`src/rtl/mu_pixel_pack_if.sv`:
```
// Pixel-in / packed-word-out handshake bundle for mu_pixel_pack.
// The master side is the packer; the slave side is the pixel source plus FIFO write port.
interface mu_pixel_pack_if #(
   parameter int unsigned PW = 16
);
   localparam int unsigned OW = 2 * PW + 3;

   logic [PW-1:0] in_data;
   logic          in_sof;
   logic          in_eol;
   logic          in_valid;
   logic          in_ready;
   logic [OW-1:0] out_data;
   logic          out_valid;
   logic          out_ready;

   modport master (
      input  in_data, in_sof, in_eol, in_valid, out_ready,
      output in_ready, out_data, out_valid
   );

   modport slave (
      output in_data, in_sof, in_eol, in_valid, out_ready,
      input  in_ready, out_data, out_valid
   );
endinterface

```
`src/rtl/mu_pixel_pack.sv`:
```
// Packs sensor pixel pairs into {half, sof, eol, lane1, lane0} words for the FIFO
// write port, and measures line length / flags SOF arriving mid-word.
module mu_pixel_pack #(
   parameter int unsigned   PW  = 16,
   parameter int unsigned   LW  = 10,
   parameter logic [PW-1:0] PAD = {PW{1'b0}}
) (
   input  logic                  clk,
   input  logic                  rst,
   mu_pixel_pack_if.master       bus,
   output logic [LW-1:0]         line_len,
   output logic                  line_len_valid,
   output logic                  err_sof_mid
);
   localparam int unsigned OW      = 2 * PW + 3;
   localparam logic [LW-1:0] CNT_MAX = {LW{1'b1}};
   localparam logic [LW-1:0] CNT_ONE = {{(LW-1){1'b0}}, 1'b1};

   typedef enum logic {
      EMPTY = 1'b0,
      HALF  = 1'b1
   } state_t;

   state_t        state_r;
   state_t        state_next_s;
   logic [PW-1:0] hold_data_r;
   logic          hold_sof_r;
   logic [OW-1:0] out_data_r;
   logic          out_valid_r;
   logic [OW-1:0] word_s;
   logic          load_s;
   logic          flush_s;
   logic          slot_free_s;
   logic          in_ready_s;
   logic          accept_s;
   logic [LW-1:0] cnt_r;
   logic [LW-1:0] cnt_step_s;
   logic [LW-1:0] line_len_r;
   logic          line_len_valid_r;
   logic          err_sof_mid_r;

   // An SOF pixel is refused while a lane0 pixel is held; that cycle flushes instead.
   assign slot_free_s = !out_valid_r || bus.out_ready;
   assign in_ready_s  = slot_free_s && !((state_r == HALF) && bus.in_valid && bus.in_sof);
   assign accept_s    = bus.in_valid && in_ready_s;

   assign bus.in_ready    = in_ready_s;
   assign bus.out_data    = out_data_r;
   assign bus.out_valid   = out_valid_r;
   assign line_len        = line_len_r;
   assign line_len_valid  = line_len_valid_r;
   assign err_sof_mid     = err_sof_mid_r;

   // Next-state and output-word selection for the half-word packer.
   always_comb begin
      state_next_s = state_r;
      load_s       = 1'b0;
      flush_s      = 1'b0;
      word_s       = {OW{1'b0}};
      case (state_r)
         EMPTY: begin
            if (accept_s) begin
               if (bus.in_eol) begin
                  load_s = 1'b1;
                  word_s = {1'b1, bus.in_sof, 1'b1, PAD, bus.in_data};
               end else begin
                  state_next_s = HALF;
               end
            end else begin
               state_next_s = EMPTY;
            end
         end
         HALF: begin
            if (accept_s) begin
               load_s       = 1'b1;
               word_s       = {1'b0, hold_sof_r, bus.in_eol, bus.in_data, hold_data_r};
               state_next_s = EMPTY;
            end else if (bus.in_valid && bus.in_sof && slot_free_s) begin
               load_s       = 1'b1;
               flush_s      = 1'b1;
               word_s       = {1'b1, hold_sof_r, 1'b1, PAD, hold_data_r};
               state_next_s = EMPTY;
            end else begin
               state_next_s = HALF;
            end
         end
         default: begin
            state_next_s = EMPTY;
         end
      endcase
   end

   // Line counter step: SOF restarts at one, otherwise saturating increment.
   always_comb begin
      cnt_step_s = cnt_r;
      if (bus.in_sof) begin
         cnt_step_s = CNT_ONE;
      end else if (cnt_r == CNT_MAX) begin
         cnt_step_s = CNT_MAX;
      end else begin
         cnt_step_s = cnt_r + CNT_ONE;
      end
   end

   // Packer state register.
   always_ff @(posedge clk) begin
      if (rst) begin
         state_r <= EMPTY;
      end else begin
         state_r <= state_next_s;
      end
   end

   // Hold register, output word register and line statistics.
   always_ff @(posedge clk) begin
      if (rst) begin
         hold_data_r      <= {PW{1'b0}};
         hold_sof_r       <= 1'b0;
         out_data_r       <= {OW{1'b0}};
         out_valid_r      <= 1'b0;
         cnt_r            <= {LW{1'b0}};
         line_len_r       <= {LW{1'b0}};
         line_len_valid_r <= 1'b0;
         err_sof_mid_r    <= 1'b0;
      end else begin
         line_len_valid_r <= 1'b0;
         err_sof_mid_r    <= flush_s;
         if (accept_s && (state_r == EMPTY) && !bus.in_eol) begin
            hold_data_r <= bus.in_data;
            hold_sof_r  <= bus.in_sof;
         end
         if (load_s) begin
            out_data_r  <= word_s;
            out_valid_r <= 1'b1;
         end else if (bus.out_ready) begin
            out_valid_r <= 1'b0;
         end
         if (accept_s) begin
            if (bus.in_eol) begin
               line_len_r       <= cnt_step_s;
               line_len_valid_r <= 1'b1;
               cnt_r            <= {LW{1'b0}};
            end else begin
               cnt_r <= cnt_step_s;
            end
         end
      end
   end
endmodule
```
`src/flat_wrapper.sv`:
```
// flat-port wrapper written by rule: the top's interface ports become plain ports
module mu_pixel_pack_flat 
#(
   parameter int unsigned   PW  = 16,
   parameter int unsigned   LW  = 10,
   parameter logic [PW-1:0] PAD = {PW{1'b0}}
)
  (clk, rst, line_len, line_len_valid, err_sof_mid, bus_in_data, bus_in_sof, bus_in_eol, bus_in_valid, bus_out_ready, bus_in_ready, bus_out_data, bus_out_valid);
  mu_pixel_pack_if #(.PW(PW)) bus_i ();
  input  logic clk;
  input  logic rst;
  output logic [LW-1:0] line_len;
  output logic line_len_valid;
  output logic err_sof_mid;
  input wire logic [$bits(bus_i.in_data)-1:0] bus_in_data;
  input wire logic [$bits(bus_i.in_sof)-1:0] bus_in_sof;
  input wire logic [$bits(bus_i.in_eol)-1:0] bus_in_eol;
  input wire logic [$bits(bus_i.in_valid)-1:0] bus_in_valid;
  input wire logic [$bits(bus_i.out_ready)-1:0] bus_out_ready;
  output wire logic [$bits(bus_i.in_ready)-1:0] bus_in_ready;
  output wire logic [$bits(bus_i.out_data)-1:0] bus_out_data;
  output wire logic [$bits(bus_i.out_valid)-1:0] bus_out_valid;
  assign bus_i.in_data = bus_in_data;
  assign bus_i.in_sof = bus_in_sof;
  assign bus_i.in_eol = bus_in_eol;
  assign bus_i.in_valid = bus_in_valid;
  assign bus_i.out_ready = bus_out_ready;
  assign bus_in_ready = bus_i.in_ready;
  assign bus_out_data = bus_i.out_data;
  assign bus_out_valid = bus_i.out_valid;
  mu_pixel_pack #(.PW(PW), .LW(LW), .PAD(PAD)) u_core (.clk(clk), .rst(rst), .bus(bus_i), .line_len(line_len), .line_len_valid(line_len_valid), .err_sof_mid(err_sof_mid));
endmodule
```
`config.mk`:
```
export PLATFORM = sky130hd
export DESIGN_NAME = mu_pixel_pack_flat
export DESIGN_NICKNAME = d
export VERILOG_FILES = /design/src/rtl/mu_pixel_pack_if.sv /design/src/rtl/mu_pixel_pack.sv /design/src/flat_wrapper.sv
export SDC_FILE = /design/constraint.sdc
export NUM_CORES = 1
export LEC_CHECK = 0
export ABC_AREA = 1
export ABC_CLOCK_PERIOD_IN_PS = 3360
export BUFFER_PORTS_ARGS = -buffer_cell sky130_fd_sc_hd__buf_2
export CAP_MARGIN = 30
export CORE_MARGIN = 2
export CORE_UTILIZATION = 39
export CTS_CLUSTER_SIZE = 10
export DETAILED_ROUTE_END_ITERATION = 8
export SYNTH_ARGS = -nofsm -noshare
export SYNTH_HDL_FRONTEND = slang
export SYNTH_SLANG_ARGS = --single-unit
export TNS_END_PERCENT = 5
```
`constraint.sdc`:
```
create_clock -name clk -period 3.36 [get_ports clk]
set_clock_uncertainty 0.05 [all_clocks]
set_input_delay 0.168 -clock clk [delete_from_list [all_inputs] [get_ports clk]]
set_output_delay 0.168 -clock clk [all_outputs]
set_load 0.02 [all_outputs]
```
==> results by group, run 1 <==
Layout
  • Final core utilization: 47.6%
  • # nets final: 505
  • Number of fill cells in the layout: 818
  • Ratio of cells with drive above 1 in the final layout: 20.6%
  • Synthesis-to-layout area growth: 18.2%
  • Final Instance Area: 3700 sq um
  • Diode count: 0

Setup path
  • Kind of critical path: flip-flop to flip-flop
  • CP startpoint kind: flip-flop
  • Crit-path max cell delay: 0.52 ns
  • Worst path bufs/invs: 0
  • Crit path max-delay family: simple AND/OR/NAND/NOR gates
  • Max FO, Critical Path: 35
  • Worst EP arrival: 2.19 ns
  • Slowest cell on the critical path: nor2_8
  • Critical Path RT: 3.52 ns
  • CP Capture Type: flip-flop
  • Most used cell, CP: nor2_8
  • Worst-path cell chain: nand2_1 > nand3_2 > nor2_8 > nor2_8 > a21oi_1 > nor2_1

Die
  • I/O pin total: 71
  • Die width: 93.6 microns
  • Die Area: 8760 sq um
  • Die Y: 93.6 microns
  • Core ar.: 7770 sq um
  • Initial Util: 40.3%
  • FP Rows: 32

Timing
  • RSZ-0062 raised after global routing: no
  • Hold_ws: 0.0454 ns
  • Post-layout min period: 2.03 ns
  • Max Clk Rate: 493 MHz
  • Setup TNS Final: 0 ns
  • Final hold violations: 0
  • Period utilisation layout: 60.3%
  • Final count of negative-setup-slack endpoints: 0
  • Fin. max-slew vios: 0
  • Worst slew pin tran: 0.714 ns
  • Relative slew slack: 52.3%

CTS
  • CTS max path bufs: 2
  • TritonCTS clock tree: built
  • Clock Root Buffer: clkbuf_8
  • Clock-pin slew on the worst setup and hold paths: 0.07 ns
  • H-tree Lvls: 3
  • CTS resizes: 0
  • Clock Latency Late Sink: 0.35 ns
  • CTS buffer count: 9
  • Post-CTS Setup Repair Bufs: 0
  • Sink Count: 76
  • Hold_buf cts: 0

Place
  • RD Place Congestion: 0.821
  • DP Wirelength: 5060 microns
  • Port bufs: 70
  • Placed inst area: 3500 sq um

Global route
  • Tot GR Track Use: 18.6%
  • Initial antenna violation count: 0
  • First-pass GRT wire length: 12,900 microns
  • Largest net degree at the start of global routing: 50
  • Aggregate global routing overflow: 0
  • Vias in the first global route: 2,676

Yosys
  • Asr flop ratio synth: 0%
  • Cell variety after synth: 29
  • YS warnings: 0
  • Sequential fraction of the synthesis area: 48.6%
  • Top-count cell post-synth: nand2_1
  • Synth Register Bits: 76
  • Most frequent cells after synthesis: nand2_1, dfxtp_1, nor2_1
  • Synth Area per Inst: 7.46 sq um
  • Largest cells by area after synthesis: dfxtp_1, nand2_1, a21oi_1, nor2_1, nand3_1
  • Mapped Nets: 443
  • Cell taking the most area after synthesis: dfxtp_1
  • Mapped Area: 3130 sq um
  • Post-synth EDFFs: 0
  • Post-synth top area share: 48.6%
  • Mapped Cells: 420
  • Primary FF master, synth: dfxtp_1

Routing
  • DRC Markers: 0
  • Via/cell ratio: 4.91
  • Number of DRC markers in iteration 0: 161
  • Per-cell routed wire length: 13.0 microns
  • DRT Pass-1 Iters: 4
  • Total routed wirelength: 7660 microns
  • Final ANT Viol Nets: 0
  • Via Count: 2,885

Hold path
  • Worst hold path type: input port to flip-flop

Pwr
  • Tot Pwr: 1.93 mW
  • Leakage: 1.70 nW
  • Max VDD drop: 219 uV
  • PwrDens: 520 nW/um^2

Outcome
  • Status: finished clean

Run
  • Max cap viols: 0
-- per-layer routing --
layer | global-route usage [%] | up-vias | share of wire [%]
li1 | - | 1497 | -
met1 | 25.7 | 1307 | 50
met2 | 28.4 | 71 | 44
met3 | 3.71 | 10 | 5.1
met4 | 7.61 | 0 | 1.7
met5 | 0 | - | 0
-- final timing paths --
path                                               from  depth (start not counted)                      end  slack [ns]
worst min-delay path                     bus_in_data[7]                          3    u_core.hold_data_r[7]        0.05
worst min register to register  u_core.bus.out_data[21]                          2  u_core.bus.out_data[21]        0.41
worst max-delay path               u_core.bus.out_valid                          6   u_core.bus.out_data[2]        1.33
worst max register to register     u_core.bus.out_valid                          6   u_core.bus.out_data[2]        1.33
-- per-stage QoR --
| stage | setup slack, ns | std cells |
|---|---|---|
| 2_1_floorplan | 1.85 | 420 |
| 3_3_place_gp | 1.43 | 573 |
| 3_5_place_dp | 1.32 | 573 |
| 4_1_cts | 1.32 | 588 |
| 5_1_grt | 1.13 | 588 |
| 6_report | 1.33 | 588 |
-- worst reg2reg max path: cells and delay by family (launching register included) --
kind	cells	cell delay [ns]
DFF	1	0.31
AOI/OAI and AO/OA	1	0.22
and+or+nand+nor	5	1.33
-- placed cells by master, fill, tap and decap left out, drive strengths merged --
master	netlist	routed
nand2	104	104
dfxtp	76	76
buf	12	71
nor2	66	66
a21oi	58	58
nand3	35	35
o21ai	29	29
inv	19	19
clkbuf	8	10
nand4	5	5
clkinv	1	3
bufinv	0	2
nand3b	1	1
or2	1	1
xor2	1	1
xnor2	1	1
nor3	1	1
a211oi	1	1
ha	1	1
clkinvlp	0	1
-- cell families after synthesis --
| logic type | count (synthesis) | share of synthesized area, % |
|---|---|---|
| buffers and inverters | 40 | 6.27 |
| xor gates and xnor gates | 2 | 0.559 |
| and+or+nand+nor | 213 | 30.0 |
| AOI/OAI and AO/OA | 88 | 14.1 |
| adders and majority gates | 1 | 0.399 |
| DFF | 76 | 48.6 |
-- flip-flops by register name, summed over array words and instances (netlist names) --
signal / flops
u_core.err_sof_mid: 1
u_core.line_len_valid: 1
u_core.bus.out_data: 35
u_core.state_r: 1
u_core.hold_data_r: 16
u_core.line_len: 10
u_core.hold_sof_r: 1
u_core.cnt_r: 10
u_core.bus.out_valid: 1
-- cell type report --
cell class	instances	area (sq um)	area share, %
clock buffer	10	128	3.45
clock inverter	5	77.6	2.10
inverter	20	75.1	2.03
multi-input combinational	304	1410	38.2
sequential	76	1520	41.1
tap	102	128	3.45
timing repair buffer	71	358	9.67
-- report_power, final --
group	internal, mW	leakage, nW	total, mW	switching (mW)
clock	0.412	0.102	0.732	0.321
sequential	0.945	0.620	0.968	0.0229
combinational	0.0657	0.981	0.226	0.160
total	1.42	1.70	1.93	0.503
No activity file was read; power rests on OpenSTA's default activity.
==> run 2: changes to the inputs <==
- ABC_CLOCK_PERIOD_IN_PS: 3360 -> 1900
- clock period: 3.36 -> 1.9 ns (I/O delays scaled with it)
==> run 2 against run 1 <==
Compared with the run above: global-route usage increased by 0.85 points; largest power group unchanged; register-to-register slack got worse by 1.1 ns; count of clock-buffer cells in the layout unchanged; critical endpoint is now u_core.cnt_r[2]; core utilization increased by 2.9 points; worst hold slack improved by 0.026 ns.
==> results by group, run 2 (same netlist as run 1, synthesis figures left out) <==
Outcome
  • Status: finished clean

Layout
  • Final core utilization: 50.6% (+2.9 points)
  • Max FFs per register: 35 (unchanged)
  • Diode count: 0 (unchanged)
  • Number of fill cells in the layout: 802 (-2.0%)
  • Synthesis-to-layout area growth: 25.4%
  • Most frequent cells in the layout: nand2_1, dfxtp_1, buf_2, nor2_1, a21oi_1
  • Finished Layout Cells: 614 (+4.4%)
  • Ratio of cells with drive above 1 in the final layout: 21.5% (+0.91 points)
  • # nets final: 530 (+5.0%)
  • Most common cell after layout, fill and taps aside: nand2_1

Setup path
  • Worst r2r path cells: 7 (+1)
  • CP startpoint kind: flip-flop
  • FF-to-FF setup slack: 0.24 ns (-1.09 ns)
  • Critical Path RT: 2.13 ns (-1.39 ns)
  • CP Capture Type: flip-flop
  • Worst r2r dst: u_core.cnt_r[2]
  • Worst EP arrival: 1.89 ns (-0.30 ns)
  • Worst flop-to-flop path startpoint: u_core.cnt_r[0]
  • Kind of critical path: flip-flop to flip-flop
  • Max FO, Critical Path: 9 (-74%)

Routing
  • Final ANT Viol Nets: 0 (unchanged)
  • DRT Pass-1 Iters: 4 (unchanged)
  • Total routed wirelength: 8080 microns (+5.4%)
  • Number of DRC markers in iteration 0: 127 (-21%)
  • Via/cell ratio: 4.88 (-0.52%)
  • Via Count: 2,997 (+3.9%)
  • DRC Markers: 0 (unchanged)
  • Per-cell routed wire length: 13.2 microns (+0.94%)

Die
  • Initial Util: 40.3% (unchanged)
  • Core ar.: 7770 sq um (unchanged)
  • Die width: 93.6 microns (unchanged)
  • FP Rows: 32 (unchanged)
  • Die Area: 8760 sq um (unchanged)
  • Die Y: 93.6 microns (unchanged)
  • I/O pin total: 71 (unchanged)

Place
  • Dpl cells: 582 (+1.6%)
  • DP Wirelength: 5520 microns (+9.2%)
  • RD Place Congestion: 0.829 (+0.97%)
  • Port bufs: 70 (unchanged)

CTS
  • Hold_buf cts: 16 (+16)
  • Clock Root Buffer: clkbuf_8
  • Clock Latency Late Sink: 0.35 ns (about the same)
  • CTS resizes: 0 (unchanged)
  • Clock-pin slew on the worst setup and hold paths: 0.08 ns (about the same)
  • TritonCTS clock tree: built
  • Sink Count: 76 (unchanged)
  • CTS buffer count: 9 (unchanged)
  • Post-CTS Setup Repair Bufs: 0 (unchanged)
  • H-tree Lvls: 3 (unchanged)
  • CTS max path bufs: 2 (unchanged)

Timing
  • Setup TNS Final: 0 ns (unchanged)
  • Final hold violations: 0 (unchanged)
  • Final count of negative-setup-slack endpoints: 0 (unchanged)
  • Fin. max-slew vios: 0 (unchanged)
  • Max Clk Rate: 602 MHz (+22%)
  • RSZ-0062 raised after global routing: no
  • Relative slew slack: 64.4% (+12 points)
  • Worst slew pin tran: 0.534 ns (-0.180 ns)
  • Post-layout min period: 1.66 ns (-0.366 ns)
  • Period utilisation layout: 87.5% (+27 points)

Global route
  • Vias in the first global route: 2,694 (+0.67%)
  • Tot GR Track Use: 19.5% (+0.85 points)
  • Initial antenna violation count: 0 (unchanged)
  • Largest net degree at the start of global routing: 49 (-2.0%)
  • First-pass GRT wire length: 13,200 microns (+2.8%)
  • Aggregate global routing overflow: 0 (unchanged)

Hold path
  • Hold EP: u_core.state_r
  • Hold Path Origin: bus_in_valid
  • Hold path cells: 3 (unchanged)
  • Worst hold path type: input port to flip-flop

Run
  • Max cap viols: 0 (unchanged)

Pwr
  • PwrDens: 859 nW/um^2 (+65%)
  • Max VDD drop: 348 uV (+59%)
  • Leakage: 1.81 nW (+6.2%)
## run 2: cell types whose count changed in the layout (fill, tap and decap cells not counted)
cell / before / now
buf_12: 0 / 1
bufinv_16: 2 / 1
buf_4: 1 / 9
dlygate4sd3_1: 0 / 16
clkinvlp_4: 1 / 2
inv_6: 0 / 1
## run 2: critical path, cell delays in order, from the launching register on
cell and delay, ns:
dfxtp_1 0.39, ha_1 0.22, nand2_1 0.07, nor2_1 0.17, nand4_2 0.25, a21oi_1 0.26
nand2_1 0.07, a21oi_1 0.12
## run 2: worst max-delay path by stage
stage / from / end / slack, ns / depth (start not counted)
2_1_floorplan: u_core.bus.out_valid / u_core.hold_data_r[10] / 0.39 / 9
3_3_place_gp: u_core.state_r / u_core.bus.out_data[33] / 0.31 / 6
3_5_place_dp: u_core.bus.out_valid / u_core.bus.out_data[0] / 0.25 / 8
4_1_cts: u_core.state_r / u_core.bus.out_data[33] / 0.23 / 6
5_1_grt: u_core.cnt_r[0] / u_core.cnt_r[1] / 0.06 / 7
6_report: u_core.cnt_r[0] / u_core.cnt_r[2] / 0.24 / 7
## run 2: metrics by stage
stage	hold WS [ns]	cell area [sq um]	power [mW]	setup WS (ns)
floorplan	0.180	3130	2.02	0.388
global placement	0.316	3580	2.16	0.306
detailed placement	0.319	3580	2.17	0.250
CTS	0.0570	3930	3.41	0.226
global route	0.0863	3930	3.53	0.0571
finish	0.0711	3930	3.37	0.238
## run 2: cell type report
cell class	instances	area, sq um	area share (%)
flip-flops and latches	76	1520	38.7
repair buffers	96	598	15.2
inverters	20	75.1	1.91
well taps	102	128	3.25
clock buffers	10	128	3.25
multi-input cells	304	1410	36.0
clock inverters	6	63.8	1.62
## run 2: routing by layer
metal / track usage, % / vias up / wire length [microns]
met5: 0 / - / 0
met4: 8.82 / 0 / 193
met3: 3.87 / 15 / 406
met2: 30.2 / 72 / 3600
met1: 26.2 / 1359 / 3870
li1: - / 1551 / -
## run 2: power breakdown
group | switching [mW] | internal (mW) | leakage [nW] | total [mW]
clock network | 0.612 | 0.607 | 0.0927 | 1.22
registers | 0.0409 | 1.67 | 0.620 | 1.71
logic | 0.292 | 0.152 | 1.10 | 0.444
total | 0.944 | 2.43 | 1.81 | 3.37
==> run 3: changes to the inputs <==
- CORE_ASPECT_RATIO: unset -> 1.25
==> run 3 against run 2 <==
Compared with the run above: final cell count decreased by 1.6%; die area about the same; sequential power about the same; count of clock-buffer cells in the layout unchanged; sequential share of layout area increased by 0.36 points; final area decreased by 0.92%; worst hold slack got worse by 0.0037 ns.
==> results by group, run 3 (same netlist as run 1, synthesis figures left out) <==
Pwr
  • PwrDens: 870 nW/um^2 (+1.2%)
  • Leakage: 1.80 nW (-0.47%)
  • Max VDD drop: 591 uV (+70%)

CTS
  • Sink Count: 76 (unchanged)
  • CTS max path bufs: 2 (unchanged)
  • CTS buffer count: 9 (unchanged)
  • Clock Latency Late Sink: 0.35 ns (about the same)
  • TritonCTS clock tree: built
  • CTS resizes: 0 (unchanged)
  • H-tree Lvls: 3 (unchanged)
  • Clock-pin slew on the worst setup and hold paths: 0.08 ns (about the same)
  • Post-CTS Setup Repair Bufs: 0 (unchanged)
  • Clock Root Buffer: clkbuf_8

Layout
  • Most common cell after layout, fill and taps aside: nand2_1
  • # nets final: 527 (-0.57%)
  • Diode count: 0 (unchanged)
  • Final Instance Area: 3890 sq um (-0.92%)
  • Ratio of cells with drive above 1 in the final layout: 21.2% (-0.27 points)
  • Max FFs per register: 35 (unchanged)
  • Synthesis-to-layout area growth: 24.3%
  • Most frequent cells in the layout: nand2_1, dfxtp_1, buf_2, nor2_1, a21oi_1

Setup path
  • Kind of critical path: flip-flop to flip-flop
  • Worst flop-to-flop path startpoint: u_core.bus.out_valid
  • Max FO, Critical Path: 35 (+26)
  • Worst r2r dst: u_core.bus.out_data[33]
  • Worst EP arrival: 1.95 ns (+0.06 ns)
  • Worst r2r path cells: 6 (-1)
  • FF-to-FF setup slack: 0.19 ns (-0.05 ns)
  • CP startpoint kind: flip-flop
  • CP Capture Type: flip-flop
  • Critical Path RT: 2.14 ns (about the same)

Routing
  • Via/cell ratio: 4.91 (+0.57%)
  • Via Count: 2,965 (-1.1%)
  • DRT Pass-1 Iters: 4 (unchanged)
  • DRC Markers: 0 (unchanged)
  • Final ANT Viol Nets: 0 (unchanged)
  • Per-cell routed wire length: 12.8 microns (-2.4%)
  • Total routed wirelength: 7750 microns (-4.0%)
  • Number of DRC markers in iteration 0: 122 (-3.9%)

Die
  • Die width: 84.2 microns (-10%)
  • Core ar.: 7790 sq um (+0.32%)
  • FP Rows: 36 (+13%)
  • Die Y: 104 microns (+11%)
  • I/O pin total: 71 (unchanged)
  • Die Area: 8770 sq um (about the same)
  • Initial Util: 40.2% (-0.13 points)

Timing
  • Hold_ws: 0.0673 ns (-0.00374 ns)
  • Post-route worst setup slack: 0.189 ns (-0.0495 ns)
  • Final hold violations: 0 (unchanged)
  • Post-layout min period: 1.71 ns (+0.0495 ns)
  • RSZ-0062 raised after global routing: no
  • Worst slew pin tran: 0.533 ns (-0.000673 ns)
  • Fin. max-slew vios: 0 (unchanged)
  • Final count of negative-setup-slack endpoints: 0 (unchanged)
  • Max Clk Rate: 584 MHz (-2.9%)
  • Period utilisation layout: 90.1% (+2.6 points)
  • Relative slew slack: 64.5% (about the same)
  • Setup TNS Final: 0 ns (unchanged)

Run
  • Max cap viols: 0 (unchanged)

Global route
  • Initial antenna violation count: 0 (unchanged)
  • Aggregate global routing overflow: 0 (unchanged)
  • Largest net degree at the start of global routing: 49 (unchanged)
  • First-pass GRT wire length: 12,800 microns (-2.9%)
  • Vias in the first global route: 2,727 (+1.2%)
  • Tot GR Track Use: 18.2% (-1.3 points)

Place
  • Post-placement setup slack: 0.161 ns (-0.0881 ns)
  • Placed inst area: 3530 sq um (-1.2%)
  • Port bufs: 70 (unchanged)
  • DP Wirelength: 5240 microns (-5.1%)
  • RD Place Congestion: 0.831 (+0.16%)

Hold path
  • Hold EP: u_core.state_r
  • Worst hold path type: input port to flip-flop
  • Hold path cells: 3 (unchanged)
  • Hold Path Origin: bus_in_valid

Outcome
  • Status: finished clean
[run 3: changes by cell type in the layout (fill, tap and decap cells not counted), sizes merged]
cell / before / now
clkinv: 3 / 4
buf: 80 / 77
clkinvlp: 2 / 1
[run 3: worst max-delay path by stage]
stage | start | endpoint | slack, ns | depth (start not counted)
final | u_core.bus.out_valid | u_core.bus.out_data[33] | 0.19 | 6
after global routing | u_core.bus.out_valid | u_core.bus.out_data[27] | 0.02 | 6
after CTS | u_core.bus.out_valid | u_core.bus.out_data[23] | 0.14 | 6
after detailed placement | u_core.bus.out_valid | u_core.bus.out_data[23] | 0.16 | 6
after global placement | u_core.bus.out_valid | u_core.bus.out_data[33] | 0.24 | 6
after floorplan | u_core.bus.out_valid | u_core.hold_data_r[10] | 0.39 | 9
[run 3: metal layers]
layer | share of wire (%) | GRT usage [%]
met1 | 44 | 21.5
met3 | 5.5 | 5.16
met2 | 49 | 31.3
met4 | 1.4 | 6.22
met5 | 0 | 0
[run 3: final cells by class]
class / count / area (sq um)
Fill cell: 788 / 3900
Sequential cell: 76 / 1520
Multi-Input combinational cell: 304 / 1410
Timing Repair Buffer: 93 / 563
Clock buffer: 10 / 138
Tap cell: 95 / 119
Inverter: 20 / 75.1
Clock inverter: 6 / 61.3
[run 3: critical path: stages (launching register included)]
cell	delay, ns
dfxtp_1	0.33
nand2_1	0.15
nand4_1	0.21
nand2_4	0.21
nor2_8	0.43
nand2_1	0.10
a21oi_1	0.16
[run 3: where the power goes]
| group | internal [mW] | switching (mW) | total, mW |
|---|---|---|---|
| clock | 0.640 | 0.600 | 1.24 |
| sequential | 1.67 | 0.0409 | 1.71 |
| combinational | 0.146 | 0.287 | 0.432 |
| total | 2.46 | 0.928 | 3.38 |
[run 3: through the flow]
stage | power (mW) | util, % | std cells
6_report | 3.38 | 49.9 | 604
5_1_grt | 3.56 | 49.9 | 604
4_1_cts | 3.42 | 49.9 | 604
3_5_place_dp | 2.16 | 45.3 | 572
3_3_place_gp | 2.15 | 45.3 | 572
2_1_floorplan | 2.02 | - | 420
[run 3: timing repair]
action	in CTS	in global routing
hold endpoints to repair	32	0
endpoints found under the setup margin	0	0
hold buffers	16	0
